`src/rtl/alarm_sequencer_if.sv`:
```
// Purpose : bundles the time, alarm-setting, button and status signals of the alarm sequencer.
// Ports   : slave side (sequencer) takes time/alarm/button levels, drives state/ringer/speaker/snooze status;
//           master side (surrounding clock logic or bench) is the mirror image.
interface alarm_sequencer_if;
   logic       sec_tick;
   logic [4:0] cur_hour;
   logic [5:0] cur_min;
   logic [4:0] alm_hour;
   logic [5:0] alm_min;
   logic       alarm_en;
   logic       snooze_btn;
   logic       stop_btn;
   logic [1:0] state;
   logic       ringer;
   logic       speaker_out;
   logic       snoozing;
   logic [2:0] snooze_cnt;

   modport slave (
      input  sec_tick, cur_hour, cur_min, alm_hour, alm_min,
             alarm_en, snooze_btn, stop_btn,
      output state, ringer, speaker_out, snoozing, snooze_cnt
   );

   modport master (
      output sec_tick, cur_hour, cur_min, alm_hour, alm_min,
             alarm_en, snooze_btn, stop_btn,
      input  state, ringer, speaker_out, snoozing, snooze_cnt
   );
endinterface

```
`src/rtl/alarm_sequencer.sv`:
```
// Purpose : decides when the alarm speaker sounds; runs the ring / snooze / stop sequence and beep-gates the speaker.
// Latency : every output is a flop, updated one clk after the triggering input is sampled.
// Ports   : clk, reset_n (async active-low); bus (slave) carries time, alarm setting, buttons, and status outputs.
//           No backpressure: inputs are levels or single-cycle pulses that are always accepted.
module alarm_sequencer #(
   parameter int RING_TIMEOUT_SEC = 60,
   parameter int SNOOZE_SEC       = 300,
   parameter int MAX_SNOOZE       = 3
) (
   input  logic               clk,
   input  logic               reset_n,
   alarm_sequencer_if.slave   bus
);

   localparam int RW = (RING_TIMEOUT_SEC > 2) ? $clog2(RING_TIMEOUT_SEC) : 1;
   localparam int SW = (SNOOZE_SEC > 1) ? $clog2(SNOOZE_SEC) : 1;
   localparam logic [RW-1:0] RING_LAST = RW'(RING_TIMEOUT_SEC - 1);
   localparam logic [SW-1:0] SNZ_LAST  = SW'(SNOOZE_SEC - 1);
   localparam logic [2:0]    SNZ_MAX   = 3'(MAX_SNOOZE);

   typedef enum logic [1:0] {
      IDLE    = 2'd0,
      ARMED   = 2'd1,
      RINGING = 2'd2,
      SNOOZE  = 2'd3
   } state_t;

   state_t        state_q, state_n;
   logic [RW-1:0] ring_cnt_q, ring_cnt_n;
   logic [SW-1:0] snz_timer_q, snz_timer_n;
   logic [2:0]    snooze_cnt_q, snooze_cnt_n;
   logic          beep_q, beep_n;
   logic          ringer_q, ringer_n;
   logic          speaker_q, speaker_n;
   logic          snoozing_q, snoozing_n;

   // Edge-detect delay flops run in every state so a level held across
   // a state change never produces a second rising edge.
   logic match, match_d, match_rise;
   logic snooze_d, snooze_rise;
   logic stop_d, stop_rise;

   assign match       = (bus.cur_hour == bus.alm_hour) && (bus.cur_min == bus.alm_min);
   assign match_rise  = match & ~match_d;
   assign snooze_rise = bus.snooze_btn & ~snooze_d;
   assign stop_rise   = bus.stop_btn & ~stop_d;

   always_ff @(posedge clk or negedge reset_n) begin
      if (!reset_n) begin
         state_q      <= IDLE;
         ring_cnt_q   <= '0;
         snz_timer_q  <= '0;
         snooze_cnt_q <= '0;
         beep_q       <= 1'b0;
         ringer_q     <= 1'b0;
         speaker_q    <= 1'b0;
         snoozing_q   <= 1'b0;
         match_d      <= 1'b0;
         snooze_d     <= 1'b0;
         stop_d       <= 1'b0;
      end else begin
         state_q      <= state_n;
         ring_cnt_q   <= ring_cnt_n;
         snz_timer_q  <= snz_timer_n;
         snooze_cnt_q <= snooze_cnt_n;
         beep_q       <= beep_n;
         ringer_q     <= ringer_n;
         speaker_q    <= speaker_n;
         snoozing_q   <= snoozing_n;
         match_d      <= match;
         snooze_d     <= bus.snooze_btn;
         stop_d       <= bus.stop_btn;
      end
   end

   // Priority inside a cycle: alarm_en low, stop, snooze, sec_tick.
   always_comb begin
      state_n      = state_q;
      ring_cnt_n   = ring_cnt_q;
      snz_timer_n  = snz_timer_q;
      snooze_cnt_n = snooze_cnt_q;
      beep_n       = beep_q;

      if (!bus.alarm_en) begin
         state_n      = IDLE;
         ring_cnt_n   = '0;
         snz_timer_n  = '0;
         snooze_cnt_n = '0;
         beep_n       = 1'b0;
      end else begin
         case (state_q)
            IDLE: begin
               // match_rise is not consulted here: enabling inside the
               // matching minute must not ring.
               state_n = ARMED;
            end
            ARMED: begin
               if (match_rise) begin
                  state_n      = RINGING;
                  ring_cnt_n   = '0;
                  beep_n       = 1'b1;
                  snooze_cnt_n = '0;
               end
            end
            RINGING: begin
               if (stop_rise) begin
                  state_n      = ARMED;
                  snooze_cnt_n = '0;
               end else if (snooze_rise && (snooze_cnt_q < SNZ_MAX)) begin
                  state_n      = SNOOZE;
                  snooze_cnt_n = snooze_cnt_q + 3'd1;
                  snz_timer_n  = '0;
               end else if (bus.sec_tick) begin
                  // Snooze press at the limit falls through to here, so a
                  // coincident tick is still honoured.
                  if (ring_cnt_q == RING_LAST) begin
                     state_n      = ARMED;
                     snooze_cnt_n = '0;
                  end else begin
                     ring_cnt_n = ring_cnt_q + RW'(1);
                     beep_n     = ~beep_q;
                  end
               end
            end
            SNOOZE: begin
               if (stop_rise) begin
                  state_n      = ARMED;
                  snooze_cnt_n = '0;
               end else if (bus.sec_tick) begin
                  if (snz_timer_q == SNZ_LAST) begin
                     state_n    = RINGING;
                     ring_cnt_n = '0;
                     beep_n     = 1'b1;
                  end else begin
                     snz_timer_n = snz_timer_q + SW'(1);
                  end
               end
            end
            default: state_n = IDLE;
         endcase
      end

      // Outputs are derived from next-state values so they are registered
      // alongside state and never lag it.
      ringer_n   = (state_n == RINGING);
      speaker_n  = ringer_n & beep_n;
      snoozing_n = (state_n == SNOOZE);
   end

   assign bus.state       = state_q;
   assign bus.ringer      = ringer_q;
   assign bus.speaker_out = speaker_q;
   assign bus.snoozing    = snoozing_q;
   assign bus.snooze_cnt  = snooze_cnt_q;

endmodule
```
`src/flat_wrapper.sv`:
```
// flat-port wrapper written by rule: the top's interface ports become plain ports
module alarm_sequencer_flat 
#(
   parameter int RING_TIMEOUT_SEC = 60,
   parameter int SNOOZE_SEC       = 300,
   parameter int MAX_SNOOZE       = 3
)
  (clk, reset_n, bus_sec_tick, bus_cur_hour, bus_cur_min, bus_alm_hour, bus_alm_min, bus_alarm_en, bus_snooze_btn, bus_stop_btn, bus_state, bus_ringer, bus_speaker_out, bus_snoozing, bus_snooze_cnt);
  alarm_sequencer_if bus_i ();
  input  logic clk;
  input  logic reset_n;
  input wire logic [$bits(bus_i.sec_tick)-1:0] bus_sec_tick;
  input wire logic [$bits(bus_i.cur_hour)-1:0] bus_cur_hour;
  input wire logic [$bits(bus_i.cur_min)-1:0] bus_cur_min;
  input wire logic [$bits(bus_i.alm_hour)-1:0] bus_alm_hour;
  input wire logic [$bits(bus_i.alm_min)-1:0] bus_alm_min;
  input wire logic [$bits(bus_i.alarm_en)-1:0] bus_alarm_en;
  input wire logic [$bits(bus_i.snooze_btn)-1:0] bus_snooze_btn;
  input wire logic [$bits(bus_i.stop_btn)-1:0] bus_stop_btn;
  output wire logic [$bits(bus_i.state)-1:0] bus_state;
  output wire logic [$bits(bus_i.ringer)-1:0] bus_ringer;
  output wire logic [$bits(bus_i.speaker_out)-1:0] bus_speaker_out;
  output wire logic [$bits(bus_i.snoozing)-1:0] bus_snoozing;
  output wire logic [$bits(bus_i.snooze_cnt)-1:0] bus_snooze_cnt;
  assign bus_i.sec_tick = bus_sec_tick;
  assign bus_i.cur_hour = bus_cur_hour;
  assign bus_i.cur_min = bus_cur_min;
  assign bus_i.alm_hour = bus_alm_hour;
  assign bus_i.alm_min = bus_alm_min;
  assign bus_i.alarm_en = bus_alarm_en;
  assign bus_i.snooze_btn = bus_snooze_btn;
  assign bus_i.stop_btn = bus_stop_btn;
  assign bus_state = bus_i.state;
  assign bus_ringer = bus_i.ringer;
  assign bus_speaker_out = bus_i.speaker_out;
  assign bus_snoozing = bus_i.snoozing;
  assign bus_snooze_cnt = bus_i.snooze_cnt;
  alarm_sequencer #(.RING_TIMEOUT_SEC(RING_TIMEOUT_SEC), .SNOOZE_SEC(SNOOZE_SEC), .MAX_SNOOZE(MAX_SNOOZE)) u_core (.clk(clk), .reset_n(reset_n), .bus(bus_i));
endmodule
```
`config.mk`:
```
export PLATFORM = sky130hd
export DESIGN_NAME = alarm_sequencer_flat
export DESIGN_NICKNAME = d
export VERILOG_FILES = /design/src/rtl/alarm_sequencer_if.sv /design/src/rtl/alarm_sequencer.sv /design/src/flat_wrapper.sv
export SDC_FILE = /design/constraint.sdc
export NUM_CORES = 1
export LEC_CHECK = 0
export ABC_AREA = 1
export BUFFER_PORTS_ARGS = -buffer_cell sky130_fd_sc_hd__buf_2
export CORE_ASPECT_RATIO = 2
export CORE_UTILIZATION = 35
export DETAILED_ROUTE_END_ITERATION = 8
export PLACE_DENSITY_LB_ADDON = 0.2
export SLEW_MARGIN = 40
export SYNTH_ARGS = -nofsm -noshare
export SYNTH_HDL_FRONTEND = slang
export SYNTH_SLANG_ARGS = --single-unit
```
`constraint.sdc`:
```
create_clock -name clk -period 1.95 [get_ports clk]
set_input_delay 0.195 -clock clk [delete_from_list [all_inputs] [get_ports clk]]
set_output_delay 0.195 -clock clk [all_outputs]
set_load 0.05 [all_outputs]
```
Yosys cells after proc, flatten, opt, wreduce, memory -nomap -nowiden
Cells that the tools add are included.
{ "word_totals": {"out_inout_bits": 8, "in_bits": 28, "register_bits": 27, "wordCells": 98} }
{ "classes": {"muxes": 45, "add_sub_neg": 3, "n_reduce_logical": 6, "magnitude_cmp": 1, "eq_ne": 24, "n_bitwise": 8} }
{ "op_table": {"columns": ["op", "count"], "rows": [
  ["two-way mux 6 bit", 9],
  ["two-way mux 9 bit", 6],
  ["two-way mux 3 bit", 7],
  ["inequality test 3 bit (second input constant)", 7],
  ["two-way mux 2 bit", 9],
  ["one-hot mux 6 bit (3 select lines)", 1],
  ["one-hot mux 9 bit (2 select lines)", 1],
  ["inequality test 3 x 2 -> 1 bit (second input constant)", 4],
  ["adder 9 x 1 -> 9 bit (second input constant)", 1],
  ["equality test 9 bit (second input constant)", 1],
  ["two-way mux 1 bit", 9],
  ["one-hot mux 3 bit (3 select lines)", 1],
  ["AND reduction 9 bit", 1],
  ["equality test 2 bit (second input constant)", 4],
  ["one-hot mux 2 bit (4 select lines)", 1],
  ["adder 6 x 1 -> 6 bit (second input constant)", 1],
  ["equality test 6 bit", 1],
  ["equality test 6 bit (second input constant)", 1],
  ["AND reduction 6 bit", 1],
  ["equality test 5 bit", 1],
  ["inequality test 5 x 2 -> 1 bit (second input constant)", 1],
  ["inequality test 5 x 3 -> 1 bit (second input constant)", 1],
  ["AND reduction 5 bit", 1],
  ["bitwise AND 1 bit", 4],
  ["other kinds (9)", 13]
]} }

Logic depth before layout (Yosys ltp)
{ "logic_depth": {"depth_word": 9, "depth_mapped": 12, "depth_no_buf": 12} }

Least setup slack after synthesis
Ideal clock, no wire load.
{ "synth_timing": {"path_kind": "register to register", "from": "reg u_core.state_q[0] (netlist: u_core.bus.state[0])", "to": "reg u_core.ring_cnt_q[1]", "setup_slack_ns": 0.138, "stages_incl_launch_ff": 13, "n_path_buf": 1, "setup_time_ns": 0.118, "t_arrival_ns": 1.694, "path_cell_list": "dfrtp_1 inv_2 nand2_4 inv_4 nand2_2 nor2_2 nor2_2 nand2_1 a31oi_1 nand2_1 buf_6 nand2_2 o21ai_2"} }
{ "synth_between": {"elab_chain_cells": 3} }
{ "synth_rtl": {"columns": ["element", "line", "rtl"], "rows": [
  ["start: declaration", "alarm_sequencer.sv:28", "state_t state_q, state_n;"],
  ["start signal: assignment", "alarm_sequencer.sv:62", "state_q <= state_n;"],
  ["equality test 2 x 1 -> 1 bit / equality test 2 bit (equally long branches)", "alarm_sequencer.sv:91", "case (state_q)"],
  ["inequality test 4 x 1 -> 1 bit (no line) (tied with other cells)", null, null],
  ["AND reduction 9 bit (no line) / two-way mux 6 bit (equally long branches)", null, null],
  ["end signal: assignment", "alarm_sequencer.sv:63", "ring_cnt_q <= ring_cnt_n;"],
  ["end: declaration", "alarm_sequencer.sv:29", "logic [RW-1:0] ring_cnt_q, ring_cnt_n;"]
]} }
Parallel ways exist; a longest one is shown, timed or not.
A chain may end at the register's enable or synchronous reset.

Final worst setup path
{ "layout_timing": {"from": "reg u_core.snz_timer_q[1]", "to": "reg u_core.ring_cnt_q[5]"} }
{ "layout_between": {"elab_chain_cells": 3} }
{ "layout_rtl": {"columns": ["element", "line", "rtl"], "rows": [
  ["start: declaration", "alarm_sequencer.sv:30", "logic [SW-1:0] snz_timer_q, snz_timer_n;"],
  ["start signal: assignment", "alarm_sequencer.sv:64", "snz_timer_q <= snz_timer_n;"],
  ["equality test 9 bit", "alarm_sequencer.sv:130", "if (snz_timer_q == SNZ_LAST) begin"],
  ["inequality test 3 x 2 -> 1 bit (no line)", null, null],
  ["AND reduction 9 bit (no line)", null, null]
]} }
No other way between the ends.

==> impl_results.html <==
<table>
<tr><th>Metric</th><th>Value</th></tr>
<tr><th colspan="2">Finish</th></tr>
<tr><td>Area Overhead vs Synth</td><td>17.9%</td></tr>
<tr><td>Post-layout utilization of the core</td><td>0.434</td></tr>
<tr><td>Share of final-layout standard cells stronger than drive strength 1</td><td>0.226</td></tr>
<tr><td>Antenna diode count</td><td>0</td></tr>
<tr><td>Final net count</td><td>333</td></tr>
<tr><td>Area occupied by multi-input gates</td><td>965 sq um</td></tr>
<tr><td>Register cell area after layout</td><td>676 sq um</td></tr>
<tr><td>Fill cell count</td><td>523</td></tr>
<tr><th colspan="2">Detailed routing</th></tr>
<tr><td>Detailed-route wire length</td><td>4420 um</td></tr>
<tr><td>Number of DRC markers after the initial detailed-route iteration</td><td>29</td></tr>
<tr><td>Mean routed wirelength per cell</td><td>12.4 um</td></tr>
<tr><td>Drt first pass iters</td><td>4</td></tr>
<tr><td>Vias after detailed routing</td><td>1726</td></tr>
<tr><td>Final antenna-violating net count</td><td>0</td></tr>
<tr><td>DRC viols</td><td>0</td></tr>
<tr><td>Vias per Instance</td><td>4.82</td></tr>
<tr><th colspan="2">Power and ir drop</th></tr>
<tr><td>Switching power summed over all nets</td><td>0.286 mW</td></tr>
<tr><td>Switch share</td><td>0.272</td></tr>
<tr><td>Proportion of power drawn by the clock network</td><td>0.321</td></tr>
<tr><td>Power density of the placed cells</td><td>493 mW/mm^2</td></tr>
<tr><td>Power share of the combinational group</td><td>0.140</td></tr>
<tr><td>Sequential share of power</td><td>0.540</td></tr>
<tr><td>Pleak</td><td>1.12 nW</td></tr>
<tr><td>Maximum vdd drop</td><td>0.343 mV</td></tr>
<tr><td>Internal portion of total power</td><td>0.765 mW</td></tr>
<tr><th colspan="2">Logic synthesis</th></tr>
<tr><td>Yosys reg bits</td><td>27</td></tr>
<tr><td>Synthesized-area fraction occupied by ao, oa, aoi and oai cells</td><td>0.0838</td></tr>
<tr><td>Yosys top cell area share</td><td>0.374</td></tr>
<tr><td>Nets in the synthesized netlist</td><td>290</td></tr>
<tr><td>Post-synthesis instance area</td><td>0.00181 sq mm</td></tr>
<tr><td>Portion of the post-synthesis area used by sequential elements</td><td>0.374</td></tr>
<tr><td>Avg Synthesized Cell Area</td><td>6.98 sq um</td></tr>
<tr><td>Synth warn</td><td>0</td></tr>
<tr><td>Arithmetic-cell share of the synthesized area counting full adders, half adders and majority gates</td><td>0.0208</td></tr>
<tr><td>Biggest area consumer among synthesized cells</td><td>dfrtp_1</td></tr>
<tr><td>Simple-gate share of the synthesized area</td><td>0.381</td></tr>
<tr><td>Xor-xnor portion of the synthesized cell area</td><td>0.0485</td></tr>
<tr><td>Multiplexer fraction of the synthesized cell area</td><td>0</td></tr>
<tr><td>Dominant combinational cell family by area after synthesis</td><td>simple AND/OR/NAND/NOR gates</td></tr>
<tr><td>Top cells by area in the synthesized netlist</td><td>dfrtp_1, nand2_1, inv_1, nor2_1, nand3_1</td></tr>
<tr><td>Gate count of the mapped netlist</td><td>259</td></tr>
<tr><td>Number of distinct library cells after synthesis</td><td>32</td></tr>
<tr><th colspan="2">GRT</th></tr>
<tr><td>First-pass GRT wire length</td><td>7200 um</td></tr>
<tr><td>GR Util All Layers</td><td>0.178</td></tr>
<tr><td>Largest net degree at the start of global routing</td><td>28</td></tr>
<tr><td>Total congestion overflow after global routing</td><td>0</td></tr>
<tr><td>Vias in the first global route</td><td>1692</td></tr>
<tr><td>Antenna violations before repair</td><td>0</td></tr>
<tr><th colspan="2">Hold path</th></tr>
<tr><td>Worst hold path class</td><td>input pin to flip-flop</td></tr>
<tr><td>Start point of the worst hold path</td><td>bus_snooze_btn</td></tr>
<tr><th colspan="2">Floorplanning</th></tr>
<tr><td>Area of the core region</td><td>0.00491 sq mm</td></tr>
<tr><td>Starting utilization of the core area</td><td>0.368</td></tr>
<tr><td>Number of placement rows</td><td>36</td></tr>
<tr><td>Width of the die</td><td>52.8 um</td></tr>
<tr><td>Chip height</td><td>104 um</td></tr>
<tr><td>Total I/O pin count</td><td>36</td></tr>
<tr><td>Die outline area</td><td>0.00547 sq mm</td></tr>
<tr><th colspan="2">Setup path</th></tr>
<tr><td>R2R depth</td><td>11</td></tr>
<tr><td>Worst setup slack for register-to-register paths</td><td>240 ps</td></tr>
<tr><td>Capturing point of the worst reg2reg path</td><td>u_core.ring_cnt_q[5]</td></tr>
<tr><td>WP buf/inv</td><td>1</td></tr>
<tr><td>Worst Path Required</td><td>2130 ps</td></tr>
<tr><td>Critical-path cell with the highest stage delay</td><td>dfrtp_1</td></tr>
<tr><td>Worst Setup EP</td><td>u_core.ring_cnt_q[5]</td></tr>
<tr><td>Dominant delay contributor by cell family on the critical path</td><td>simple AND/OR/NAND/NOR gates</td></tr>
<tr><td>Reg2reg start</td><td>u_core.snz_timer_q[1]</td></tr>
<tr><td>Count of cell instances traversed by the critical path</td><td>11</td></tr>
<tr><td>Arrival time at the worst endpoint</td><td>1890 ps</td></tr>
<tr><td>Category of the worst setup path capture point</td><td>flip-flop</td></tr>
<tr><td>Cell-by-cell trace of the critical path</td><td>ha_1, nand2_1, nor2_1, nand3_1, nand2_1, nand2_1, a31oi_1, nand2_1, buf_4, nand2_1, o21ai_2</td></tr>
<tr><td>Worst Path Max Fanout</td><td>12</td></tr>
<tr><td>Most used cell, CP</td><td>nand2_1</td></tr>
<tr><td>Critical Path Start Type</td><td>flip-flop</td></tr>
<tr><td>Delay of the slowest critical-path stage</td><td>380 ps</td></tr>
<tr><td>Setup crit start</td><td>u_core.snz_timer_q[1]</td></tr>
<tr><td>Setup CP Type</td><td>flip-flop to flip-flop</td></tr>
<tr><th colspan="2">Clock tree</th></tr>
<tr><td>Post-cts repair resize count</td><td>0</td></tr>
<tr><td>Total CTS buffers</td><td>3</td></tr>
<tr><td>Clock root cell</td><td>clkbuf_8</td></tr>
<tr><td>Clock Tree Buf Depth</td><td>2</td></tr>
<tr><td>TritonCTS clock tree</td><td>yes</td></tr>
<tr><td>Number of buffers added to fix hold violations after cts</td><td>1</td></tr>
<tr><td>Post CTS Setup Buffer Count</td><td>0</td></tr>
<tr><td>Insertion delay to the later sink of the worst-skew pair</td><td>280 ps</td></tr>
<tr><td>Clock net sink count</td><td>27</td></tr>
<tr><td>Clock transition at path regs</td><td>110 ps</td></tr>
<tr><td>H-tree depth reported by CTS</td><td>1</td></tr>
<tr><th colspan="2">STA</th></tr>
<tr><td>Fin crit period</td><td>1710 ps</td></tr>
<tr><td>Share of the cycle needed by the critical path after routing</td><td>0.876</td></tr>
<tr><td>Setup skew after layout</td><td>10.5 ps</td></tr>
<tr><td>Maximum clock frequency</td><td>586 MHz</td></tr>
<tr><td>RSZ-0062 raised after global routing</td><td>false</td></tr>
<tr><td>Slew at the pin closest to its max-slew limit</td><td>630 ps</td></tr>
<tr><td>Max-slew violation total from the final report</td><td>0</td></tr>
<tr><td>Max transition margin</td><td>0.580</td></tr>
<tr><td>Summed negative setup slack over all endpoints</td><td>0 ps</td></tr>
<tr><td>Final setup viols</td><td>0</td></tr>
<tr><td>Final-report hold violation count</td><td>0</td></tr>
<tr><th colspan="2">Status</th></tr>
<tr><td>Status</td><td>completed</td></tr>
<tr><th colspan="2">Job</th></tr>
<tr><td>Max-cap violation count</td><td>0</td></tr>
<tr><th colspan="2">Placed design</th></tr>
<tr><td>Placer Congestion</td><td>0.918</td></tr>
<tr><td>Post-DP HPWL</td><td>3670 um</td></tr>
<tr><td>Number of port buffers</td><td>35</td></tr>
</table>
worst min-delay path by stage:
stage | cells after the start | endpoint | slack, ps
6_report | 1 | u_core.snooze_d | 20
5_1_grt | 1 | u_core.snooze_d | 20
3_3_place_gp | 1 | u_core.snz_timer_q[8] | 250
3_5_place_dp | 1 | u_core.snz_timer_q[8] | 260
2_1_floorplan | 0 | u_core.beep_q | -100
4_1_cts | 1 | u_core.snooze_d | 20
final cells by class:
cell class,instances,share of cell area
repair buffers,41,0.105
multi-input cells,192,0.453
flip-flops and latches,27,0.317
clock inverters,1,0.00353
inverters,37,0.0687
clock buffers,3,0.0194
well taps,57,0.0335
Yosys cell counts (all sizes together):
| cell | number |
|---|---|
| a31oi | 3 |
| buf | 2 |
| dfrtp | 27 |
| o211ai | 1 |
| o21ai | 14 |
| nand2 | 87 |
| or2 | 2 |
| nand3 | 19 |
| nor4 | 2 |
| xor2 | 4 |
| a21oi | 4 |
| nor3b | 3 |
| nor2 | 31 |
| nor3 | 7 |
| xnor2 | 6 |
| nand4 | 4 |
| clkinv | 1 |
| ha | 3 |
| nand3b | 1 |
| o2111ai | 1 |
| clkbuf | 1 |
| inv | 36 |
registers in the layout, summed over array words and instances (netlist names):
name	cells
u_core.snz_timer_q	9
u_core.bus.speaker_out	1
u_core.stop_d	1
u_core.bus.snooze_cnt	3
u_core.ring_cnt_q	6
u_core.bus.state	2
u_core.bus.ringer	1
u_core.snooze_d	1
u_core.beep_q	1
u_core.match_d	1
u_core.bus.snoozing	1
cell families (layout without fill, tap and decap cells):
| logic type | Yosys count | count (layout) |
|---|---|---|
| AND/OR/NAND/NOR | 156 | 156 |
| buffers and inverters | 40 | 82 |
| flip-flops | 27 | 27 |
| AO/OA/AOI/OAI | 23 | 23 |
| XOR/XNOR | 10 | 10 |
| adder cells (fa/ha/maj) | 3 | 3 |
through the flow:
step           setup slack (ps)  area [sq um]  cells  hold WS (ps)  power (mW)
2_1_floorplan               138          1810    259          -101       0.659
3_3_place_gp                287          2070    353           251       0.724
3_5_place_dp                276          2070    353           260       0.726
4_1_cts                     248          2130    358          18.1        1.06
5_1_grt                    48.8          2130    358          23.5        1.09
6_report                    243          2130    358          21.6        1.05
per-layer routing:
layer	global-route usage	vias up	wire [um]
met5	0	-	0
met4	0.0940	0	140
met3	0.0176	10	95
met2	0.337	29	2620
met1	0.171	786	1570
li1	-	901	-
cells in the final DEF, fill, tap and decap left out, drive strengths merged, types with 6 or more instances in the layout:
cell / n
dfrtp: 27
nand2: 87
nor2: 31
xnor2: 6
nand3: 19
nor3: 7
buf: 40
o21ai: 14
inv: 36
power groups by stage:
| stage | combinational [mW] | sequential, mW | clock (mW) |
|---|---|---|---|
| after floorplan | 0.0777 | 0.581 | 0 |
| after global placement | 0.146 | 0.578 | 0 |
| after detailed placement | 0.148 | 0.578 | 0 |
| after CTS | 0.150 | 0.567 | 0.344 |
| after global routing | 0.167 | 0.568 | 0.360 |
| final | 0.147 | 0.567 | 0.337 |
Note: power is estimated with default switching activity, not from simulation.
